$ cat src/rtl/s1_resposta_jogador_if.sv
// s1_resposta_jogador_if
//   Bundle between the S1 control FSM (master) and the player-side responder
//   (slave).
//   master drives: botoes, habilita, zeraT, contaT, zeraT2, contaT2
//   slave drives : jogada, jogada_codigo, jogada_invalida, timeout, muda_leds,
//                  db_botoes, db_estado
interface s1_resposta_jogador_if #(
    parameter int NBOTOES = 4
);
    logic [NBOTOES-1:0] botoes;
    logic               habilita;
    logic               zeraT;
    logic               contaT;
    logic               zeraT2;
    logic               contaT2;
    logic               jogada;
    logic [NBOTOES-1:0] jogada_codigo;
    logic               jogada_invalida;
    logic               timeout;
    logic               muda_leds;
    logic [NBOTOES-1:0] db_botoes;
    logic [1:0]         db_estado;

    modport master (
        output botoes, habilita, zeraT, contaT, zeraT2, contaT2,
        input  jogada, jogada_codigo, jogada_invalida, timeout, muda_leds,
               db_botoes, db_estado
    );

    modport slave (
        input  botoes, habilita, zeraT, contaT, zeraT2, contaT2,
        output jogada, jogada_codigo, jogada_invalida, timeout, muda_leds,
               db_botoes, db_estado
    );
endinterface

$ cat src/rtl/s1_resposta_jogador.sv
// s1_resposta_jogador
//   Player-side responder to the S1 control FSM. Synchronizes and debounces the
//   raw buttons, emits one jogada pulse per accepted press with a latched code,
//   and runs timer T (timeout) and timer T2 (muda_leds pacing).
//   clock : system clock, rising edge
//   reset : asynchronous, active-low
//   bus   : slave side of s1_resposta_jogador_if (buttons, habilita, timer
//           controls in; jogada/code/invalida, timeout, muda_leds, debug out)
module s1_resposta_jogador #(
    parameter int NBOTOES  = 4,
    parameter int DEBOUNCE = 16,
    parameter int T_JOGADA = 5000,
    parameter int T_LEDS   = 1000
) (
    input logic                    clock,
    input logic                    reset,
    s1_resposta_jogador_if.slave   bus
);
    localparam int WD  = (DEBOUNCE > 1) ? $clog2(DEBOUNCE) : 1;
    localparam int WT  = (T_JOGADA > 1) ? $clog2(T_JOGADA) : 1;
    localparam int WT2 = (T_LEDS   > 1) ? $clog2(T_LEDS)   : 1;

    localparam logic [WD-1:0]      DB_MAX = WD'(DEBOUNCE - 1);
    localparam logic [WT-1:0]      T_MAX  = WT'(T_JOGADA - 1);
    localparam logic [WT2-1:0]     T2_MAX = WT2'(T_LEDS - 1);
    localparam logic [NBOTOES-1:0] UM     = NBOTOES'(1);

    typedef enum logic [1:0] {
        OCIOSO      = 2'd0,
        PRESSIONADO = 2'd1,
        BLOQUEADO   = 2'd2
    } estado_t;

    logic [NBOTOES-1:0] r_sync1, r_sync2, r_cand, r_estavel;
    logic [WD-1:0]      r_db_cnt;
    estado_t            r_estado;
    logic               r_jogada;
    logic [NBOTOES-1:0] r_codigo;
    logic               r_invalida;
    logic [WT-1:0]      r_cnt_t;
    logic [WT2-1:0]     r_cnt_t2;
    logic               w_multi;

    // Synchronizer + whole-vector debounce. estavel is loaded on the edge the
    // counter reaches DEBOUNCE-1, so a vector held for DEBOUNCE synced cycles
    // is accepted; afterwards the counter saturates and estavel keeps tracking.
    always_ff @(posedge clock or negedge reset) begin
        if (!reset) begin
            r_sync1   <= '0;
            r_sync2   <= '0;
            r_cand    <= '0;
            r_db_cnt  <= '0;
            r_estavel <= '0;
        end else begin
            r_sync1 <= bus.botoes;
            r_sync2 <= r_sync1;
            if (r_sync2 != r_cand) begin
                r_cand   <= r_sync2;
                r_db_cnt <= '0;
            end else if (r_db_cnt == DB_MAX) begin
                r_estavel <= r_cand;
            end else begin
                r_db_cnt <= r_db_cnt + WD'(1);
                if (r_db_cnt == DB_MAX - WD'(1))
                    r_estavel <= r_cand;
            end
        end
    end

    // More than one bit set: clearing the lowest set bit leaves something.
    assign w_multi = (r_estavel & (r_estavel - UM)) != '0;

    // Press FSM with registered outputs.
    always_ff @(posedge clock or negedge reset) begin
        if (!reset) begin
            r_estado   <= OCIOSO;
            r_jogada   <= 1'b0;
            r_codigo   <= '0;
            r_invalida <= 1'b0;
        end else begin
            r_jogada <= 1'b0;
            case (r_estado)
                OCIOSO: begin
                    if (r_estavel != '0) begin
                        if (bus.habilita) begin
                            r_estado   <= PRESSIONADO;
                            r_jogada   <= 1'b1;
                            r_codigo   <= r_estavel;
                            r_invalida <= w_multi;
                        end else begin
                            r_estado <= BLOQUEADO;
                        end
                    end
                end
                PRESSIONADO, BLOQUEADO: begin
                    if (r_estavel == '0)
                        r_estado <= OCIOSO;
                end
                default: r_estado <= OCIOSO;
            endcase
        end
    end

    // Timer T saturates at T_JOGADA-1; timer T2 wraps every T_LEDS counts.
    always_ff @(posedge clock or negedge reset) begin
        if (!reset) begin
            r_cnt_t  <= '0;
            r_cnt_t2 <= '0;
        end else begin
            if (bus.zeraT)
                r_cnt_t <= '0;
            else if (bus.contaT && r_cnt_t != T_MAX)
                r_cnt_t <= r_cnt_t + WT'(1);

            if (bus.zeraT2)
                r_cnt_t2 <= '0;
            else if (bus.contaT2)
                r_cnt_t2 <= (r_cnt_t2 == T2_MAX) ? '0 : r_cnt_t2 + WT2'(1);
        end
    end

    assign bus.jogada          = r_jogada;
    assign bus.jogada_codigo   = r_codigo;
    assign bus.jogada_invalida = r_invalida;
    assign bus.timeout         = (r_cnt_t == T_MAX);
    assign bus.muda_leds       = bus.contaT2 && !bus.zeraT2 && (r_cnt_t2 == T2_MAX);
    assign bus.db_botoes       = r_estavel;
    assign bus.db_estado       = r_estado;
endmodule

$ cat src/flat_wrapper.sv
// flat-port wrapper written by rule: the top's interface ports become plain ports
module s1_resposta_jogador_flat 
#(
    parameter int NBOTOES  = 4,
    parameter int DEBOUNCE = 16,
    parameter int T_JOGADA = 5000,
    parameter int T_LEDS   = 1000
)
  (clock, reset, bus_botoes, bus_habilita, bus_zeraT, bus_contaT, bus_zeraT2, bus_contaT2, bus_jogada, bus_jogada_codigo, bus_jogada_invalida, bus_timeout, bus_muda_leds, bus_db_botoes, bus_db_estado);
  s1_resposta_jogador_if #(.NBOTOES(NBOTOES)) bus_i ();
  input logic clock;
  input logic reset;
  input wire logic [$bits(bus_i.botoes)-1:0] bus_botoes;
  input wire logic [$bits(bus_i.habilita)-1:0] bus_habilita;
  input wire logic [$bits(bus_i.zeraT)-1:0] bus_zeraT;
  input wire logic [$bits(bus_i.contaT)-1:0] bus_contaT;
  input wire logic [$bits(bus_i.zeraT2)-1:0] bus_zeraT2;
  input wire logic [$bits(bus_i.contaT2)-1:0] bus_contaT2;
  output wire logic [$bits(bus_i.jogada)-1:0] bus_jogada;
  output wire logic [$bits(bus_i.jogada_codigo)-1:0] bus_jogada_codigo;
  output wire logic [$bits(bus_i.jogada_invalida)-1:0] bus_jogada_invalida;
  output wire logic [$bits(bus_i.timeout)-1:0] bus_timeout;
  output wire logic [$bits(bus_i.muda_leds)-1:0] bus_muda_leds;
  output wire logic [$bits(bus_i.db_botoes)-1:0] bus_db_botoes;
  output wire logic [$bits(bus_i.db_estado)-1:0] bus_db_estado;
  assign bus_i.botoes = bus_botoes;
  assign bus_i.habilita = bus_habilita;
  assign bus_i.zeraT = bus_zeraT;
  assign bus_i.contaT = bus_contaT;
  assign bus_i.zeraT2 = bus_zeraT2;
  assign bus_i.contaT2 = bus_contaT2;
  assign bus_jogada = bus_i.jogada;
  assign bus_jogada_codigo = bus_i.jogada_codigo;
  assign bus_jogada_invalida = bus_i.jogada_invalida;
  assign bus_timeout = bus_i.timeout;
  assign bus_muda_leds = bus_i.muda_leds;
  assign bus_db_botoes = bus_i.db_botoes;
  assign bus_db_estado = bus_i.db_estado;
  s1_resposta_jogador #(.NBOTOES(NBOTOES), .DEBOUNCE(DEBOUNCE), .T_JOGADA(T_JOGADA), .T_LEDS(T_LEDS)) u_core (.clock(clock), .reset(reset), .bus(bus_i));
endmodule
$ cat config.mk
export PLATFORM = sky130hd
export DESIGN_NAME = s1_resposta_jogador_flat
export DESIGN_NICKNAME = d
export VERILOG_FILES = /design/src/rtl/s1_resposta_jogador_if.sv /design/src/rtl/s1_resposta_jogador.sv /design/src/flat_wrapper.sv
export SDC_FILE = /design/constraint.sdc
export NUM_CORES = 1
export LEC_CHECK = 0
export ABC_AREA = 0
export BUFFER_PORTS_ARGS = -buffer_cell sky130_fd_sc_hd__buf_2
export CORE_ASPECT_RATIO = 0.5
export CORE_MARGIN = 3
export CORE_UTILIZATION = 50
export CTS_CLUSTER_DIAMETER = 80
export DETAILED_ROUTE_END_ITERATION = 6
export PLACE_DENSITY = 0.75
export SYNTH_ARGS = -nofsm -noshare
export SYNTH_HDL_FRONTEND = slang
export SYNTH_SLANG_ARGS = --single-unit
$ cat constraint.sdc
create_clock -name clock -period 4.95 [get_ports clock]
set_input_delay 0.99 -clock clock [delete_from_list [all_inputs] [get_ports clock]]
set_output_delay 0.99 -clock clock [all_outputs]
set_load 0.05 [all_outputs]
==> out/results.txt, run 1 <==
Rel. slew slack: 28.2%
Final Power: 710 uW
synth top area cells: dfrtp_1 (55%), xnor2_1 (4.6%), mux2_2 (3.9%)
gate count of the mapped netlist: 208
outcome: complete, no violations
DRT Pass-1 Iters: 4
Synth top area share: 55.3%
Synth Register Bits: 51
later-pin clock latency in the skew report: 0.30 ns
CTS tree: built
Final Hold Vio Count: 0
clk buf depth: 2
CP endpoint kind: output port
Tot GR Track Use: 16.3%
CTS Root Cell: clkbuf_8
Synth cell types: 39
Die Span X: 102 um
crit path launch type: flop
power per cell area: 276 nW/um^2
I/O Pins: 25
Mapped Area: 2310 sq um
leakage: 1.17 nW
initial DRC count: 74
initial antenna violation count: 0
post-layout min period: 2.96 ns
Post-synth EDFFs: 0
worst setup margin: 1.99 ns
Post-DP Area: 2480 sq um
worst slack at placement: 2.28 ns
Vias: 1656
clock skew: 0.00760 ns
# setup viols final: 0
Worst-path clk slew: 0.09 ns
initial cell density of the core: 55.4%
Top FF cell, synth: dfrtp_1
Antenna Nets Post-Route: 0
number of port buffers: 24
routed wire length per instance: 13.8 um
Nets: 250
cts repair resizes: 0
clock sink count: 51
ant diodes: 0
CP Max Fanout: 4
Worst Tran Pin Value: 1.08 ns
Final Instance Area: 2570 sq um
DRC errors left: 0
pin count of the biggest net entering global routing: 52
total gr overflow: 0
HP Class: reg2reg
H-tree levels: 2
Arr. time, crit path: 1.97 ns
critical path required time: 3.96 ns
Synth top cells by count: dfrtp_1 (51), nor2_1 (22), nand2_1 (13)
Max Freq: 337 MHz
core area: 4160 sq um
Syn Area/Cell: 11.1 sq um
period utilisation layout: 59.9%
RD Place Congestion: 0.887
Total Routed Length: 3.99 mm
global-route wire length before repair: 6.84 mm
syn nets: 224
post-synthesis sequential area ratio: 55.3%
layout cell share with drive strength beyond 1: 19.1%
hpwl dp: 2.81 mm
top cell type by total area after synthesis: dfrtp_1
site row count: 16
YS warnings: 0
max cap viols: 0
die height: 54.0 um
RSZ-0062 raised after global routing: no
vias in the first global route: 1532
Slew Limit Fails: 0
synth-to-layout area growth: 11.6%
Num CTS Buffers: 5
Peak VDD IR: 132 uV
Setup CP Type: reg2out
most instantiated library cell after synthesis: dfrtp_1
die area: 5520 sq um
vias per cell: 5.73
setup repair bufs after CTS: 0
Post-synth ARST share: 100%
TNS Setup: 0 ns
Post-CTS Hold Fix Bufs: 0
stage by stage:
step | utilization [%] | hold WS (ns) | cells
final | 61.8 | 0.354 | 289
after global routing | 61.8 | 0.358 | 289
after CTS | 61.8 | 0.355 | 289
after detailed placement | 59.5 | 0.336 | 281
after global placement | 59.5 | 0.333 | 281
after floorplan | - | 0.331 | 208
cell families (layout without fill, tap and decap cells):
logic type / count (synthesis) / after routing / synth area share [%]
simple gates: 84 / 84 / 19.2
flops: 51 / 51 / 55.3
compound gates: 28 / 28 / 9.38
xor+xnor: 15 / 15 / 5.69
buf+inv: 14 / 41 / 2.28
mux: 10 / 10 / 4.99
fa+ha+maj: 6 / 6 / 3.15
final cells by class:
cell class / count / area, sq um
well taps: 54 / 67.6
fillers: 320 / 1590
repair buffers: 24 / 120
multi-input cells: 143 / 978
clock inverters: 2 / 16.3
inverters: 9 / 33.8
clock buffers: 6 / 82.6
flip-flops and latches: 51 / 1280
power breakdown:
group | leakage, nW | switching [mW] | internal [mW] | total, mW
combinational | 0.441 | 0.0200 | 0.0112 | 0.0313
clock | 0.0474 | 0.133 | 0.114 | 0.247
sequential | 0.682 | 0.00628 | 0.425 | 0.431
per-layer routing:
| layer | routed length (um) | track usage (%) | vias up |
|---|---|---|---|
| li1 | - | - | 801 |
| met4 | 23 | 5.66 | 0 |
| met1 | 1870 | 20.1 | 810 |
| met2 | 1900 | 28.0 | 41 |
| met3 | 198 | 4.79 | 4 |
| met5 | 0 | 0 | - |
sequential cells by signal, summed over array words and instances, names as in the netlist, 4 cells and up:
name	cells
u_core.bus.db_botoes	4
u_core.bus.jogada_codigo	4
u_core.r_cand	4
u_core.r_cnt_t	13
u_core.r_cnt_t2	10
u_core.r_db_cnt	4
u_core.r_sync1	4
u_core.r_sync2	4
final timing paths:
check	from	cells past startpoint	slack, ns	end
max	u_core.r_cnt_t2[1]	5	1.99	bus_muda_leds
min	u_core.r_sync1[2]	0	0.35	u_core.r_sync2[2]
max reg2reg	u_core.r_cnt_t[5]	4	3.14	u_core.r_cnt_t[2]
min reg2reg	u_core.r_sync1[2]	0	0.35	u_core.r_sync2[2]
max in group asynchronous	reset	1	3.40	u_core.r_cnt_t2[0]
min in group asynchronous	reset	1	0.88	u_core.bus.jogada_codigo[0]
critical path: stages (launching register included):
cell	delay [ns]
dfrtp_1	0.38
ha_1	0.22
nand2_1	0.08
or4_1	0.53
nor3_1	0.17
buf_2	0.29
cell usage in the layout (no fill, tap or decap), types with 4 or more instances in the layout:
cell / count
a21oi_1: 4
and3_1: 5
buf_2: 24
clkbuf_8: 6
dfrtp_1: 51
ha_1: 5
inv_1: 9
mux2_2: 8
nand2_1: 13
nand3_1: 10
nand4_1: 5
nor2_1: 22
nor3_1: 7
nor4_1: 4
o21ai_0: 7
or3_1: 4
xnor2_1: 12
Note: power is estimated with default switching activity, not from simulation.
==> run 2: changes to the inputs <==
PLACE_DENSITY = 0.77   (was 0.75)
clock period = 2.47 ns   (was 4.95 ns; I/O delays follow)
==> out/results.txt, run 2 (synthesis gave the netlist of run 1 again) <==
outcome: complete, no violations
initial DRC count: 103
critical path required time: 1.98 ns
core area: 4160 sq um
RR Endpoint: u_core.bus.jogada_codigo[3]
CP endpoint kind: output port
Final Power: 1.54 mW
number of port buffers: 24
Reg-to-Reg Start: u_core.bus.db_botoes[1]
worst slack at placement: 0.395 ns
site row count: 16
CTS Root Cell: clkbuf_8
Slew Limit Fails: 0
Arr. time, crit path: 1.86 ns
Final Hold Vio Count: 0
critical path cell sequence: nand4_1 -> or4_1 -> nor3_2 -> buf_6
synth-to-layout area growth: 13.7%
Rel. slew slack: 59.0%
ant diodes: 0
RD Place Congestion: 0.829
Crit path largest cell delay: 0.60 ns
Setup CP Type: reg2out
DRC errors left: 0
commonest non-fill, non-tap cell in the layout: dfrtp_1
routing usage on met1: 19.8%
Worst-path clk slew: 0.09 ns
register with the most flip-flops: u_core.r_cnt_t
Nets: 251
Die Span X: 102 um
commonest cells after routing, fill and taps aside: dfrtp_1 (51), buf_2 (23), nor2_1 (22), nand2_1 (13), xnor2_1 (12)
later-pin clock latency in the skew report: 0.30 ns
# setup viols final: 0
CTS tree: built
worst setup margin: 0.116 ns
r2r setup slk: 0.66 ns
vias per cell: 5.70
Total Routed Length: 4.02 mm
hpwl dp: 2.78 mm
layout cell share with drive strength beyond 1: 20.8%
HP Class: in2async
routed wire length per instance: 13.9 um
vias in the first global route: 1605
total gr overflow: 0
Worst Tran Pin Value: 0.615 ns
max cap viols: 0
Largest regs: u_core.r_cnt_t x13, u_core.r_cnt_t2 x10
post-layout min period: 2.35 ns
initial cell density of the core: 55.4%
setup repair bufs after CTS: 0
Antenna Nets Post-Route: 0
I/O Pins: 25
H-tree levels: 2
Largest register FFs: 13
M2 GR Usage: 28.4%
clock sink count: 51
Num CTS Buffers: 5
Tot GR Track Use: 16.7%
crit path launch type: flop
power per cell area: 588 nW/um^2
leakage: 1.19 nW
die height: 54.0 um
period utilisation layout: 95.3%
die area: 5520 sq um
worst setup path start: u_core.r_cnt_t2[7]
clock skew: 0.00468 ns
clk buf depth: 2
layer with the highest usage: met2
FF-to-FF path depth: 3
Vias: 1653
initial antenna violation count: 0
GR Layer Usage met3: 6.73%
Max Freq: 425 MHz
crit path capture: bus_muda_leds
Peak VDD IR: 294 uV
slowest cell on the critical path: or4_1
global-route wire length before repair: 6.98 mm
pin count of the biggest net entering global routing: 52
DRT Pass-1 Iters: 4
CP Max Fanout: 6
[run 2: worst min path at each step]
| stage | startpoint | endpoint | slack [ns] | depth (start not counted) |
|---|---|---|---|---|
| final | reset | u_core.bus.db_estado[1] | 0.28 | 2 |
| after detailed placement | u_core.r_sync1[1] | u_core.r_sync2[1] | 0.33 | 0 |
| after floorplan | reset | u_core.bus.db_botoes[0] | 0.20 | 0 |
| after global routing | bus_botoes[2] | u_core.r_sync1[2] | 0.26 | 1 |
| after global placement | u_core.r_sync1[3] | u_core.r_sync2[3] | 0.33 | 0 |
| after CTS | bus_botoes[2] | u_core.r_sync1[2] | 0.28 | 1 |
[run 2: power by group]
part	switching (mW)	internal, mW	leakage [nW]
Clock	0.280	0.333	0.0618
Sequential	0.0136	0.851	0.682
Combinational	0.0413	0.0238	0.445
Total	0.335	1.21	1.19
[run 2: metal layers]
layer  part of all wire [%]  wire (um)
met1                     47       1910
met2                     46       1840
met3                    5.5        221
met4                    1.5         59
met5                      0          0
[run 2: worst max-delay path: cells and delay by family (launching register included)]
| kind | cells | cell delay (ns) |
|---|---|---|
| AND/OR/NAND/NOR | 3 | 0.93 |
| flip-flops | 1 | 0.44 |
| buffers and inverters | 1 | 0.18 |
[run 2: cell type report]
type | instances | area, sq um
clock buffers | 6 | 82.6
clock inverters | 2 | 38.8
fillers | 327 | 1540
inverters | 9 | 33.8
multi-input cells | 143 | 991
flip-flops and latches | 51 | 1280
well taps | 54 | 67.6
repair buffers | 25 | 134
[run 2: per-stage QoR]
step	std cells	hold slack [ns]	area, sq um	TNS, ns	util, %
after floorplan	208	0.198	2320	0	-
after global placement	282	0.332	2490	0	59.9
after detailed placement	282	0.335	2490	0	59.9
after CTS	290	0.280	2620	0	62.8
after global routing	290	0.263	2620	-0.0165	63.0
final	290	0.283	2620	0	63.0
[run 2: timing repair]
action,4_1_cts,5_1_grt
endpoints found under the setup margin,0,1
gates resized for setup,0,4
endpoints found under the hold margin,0,0
hold buffers,0,0
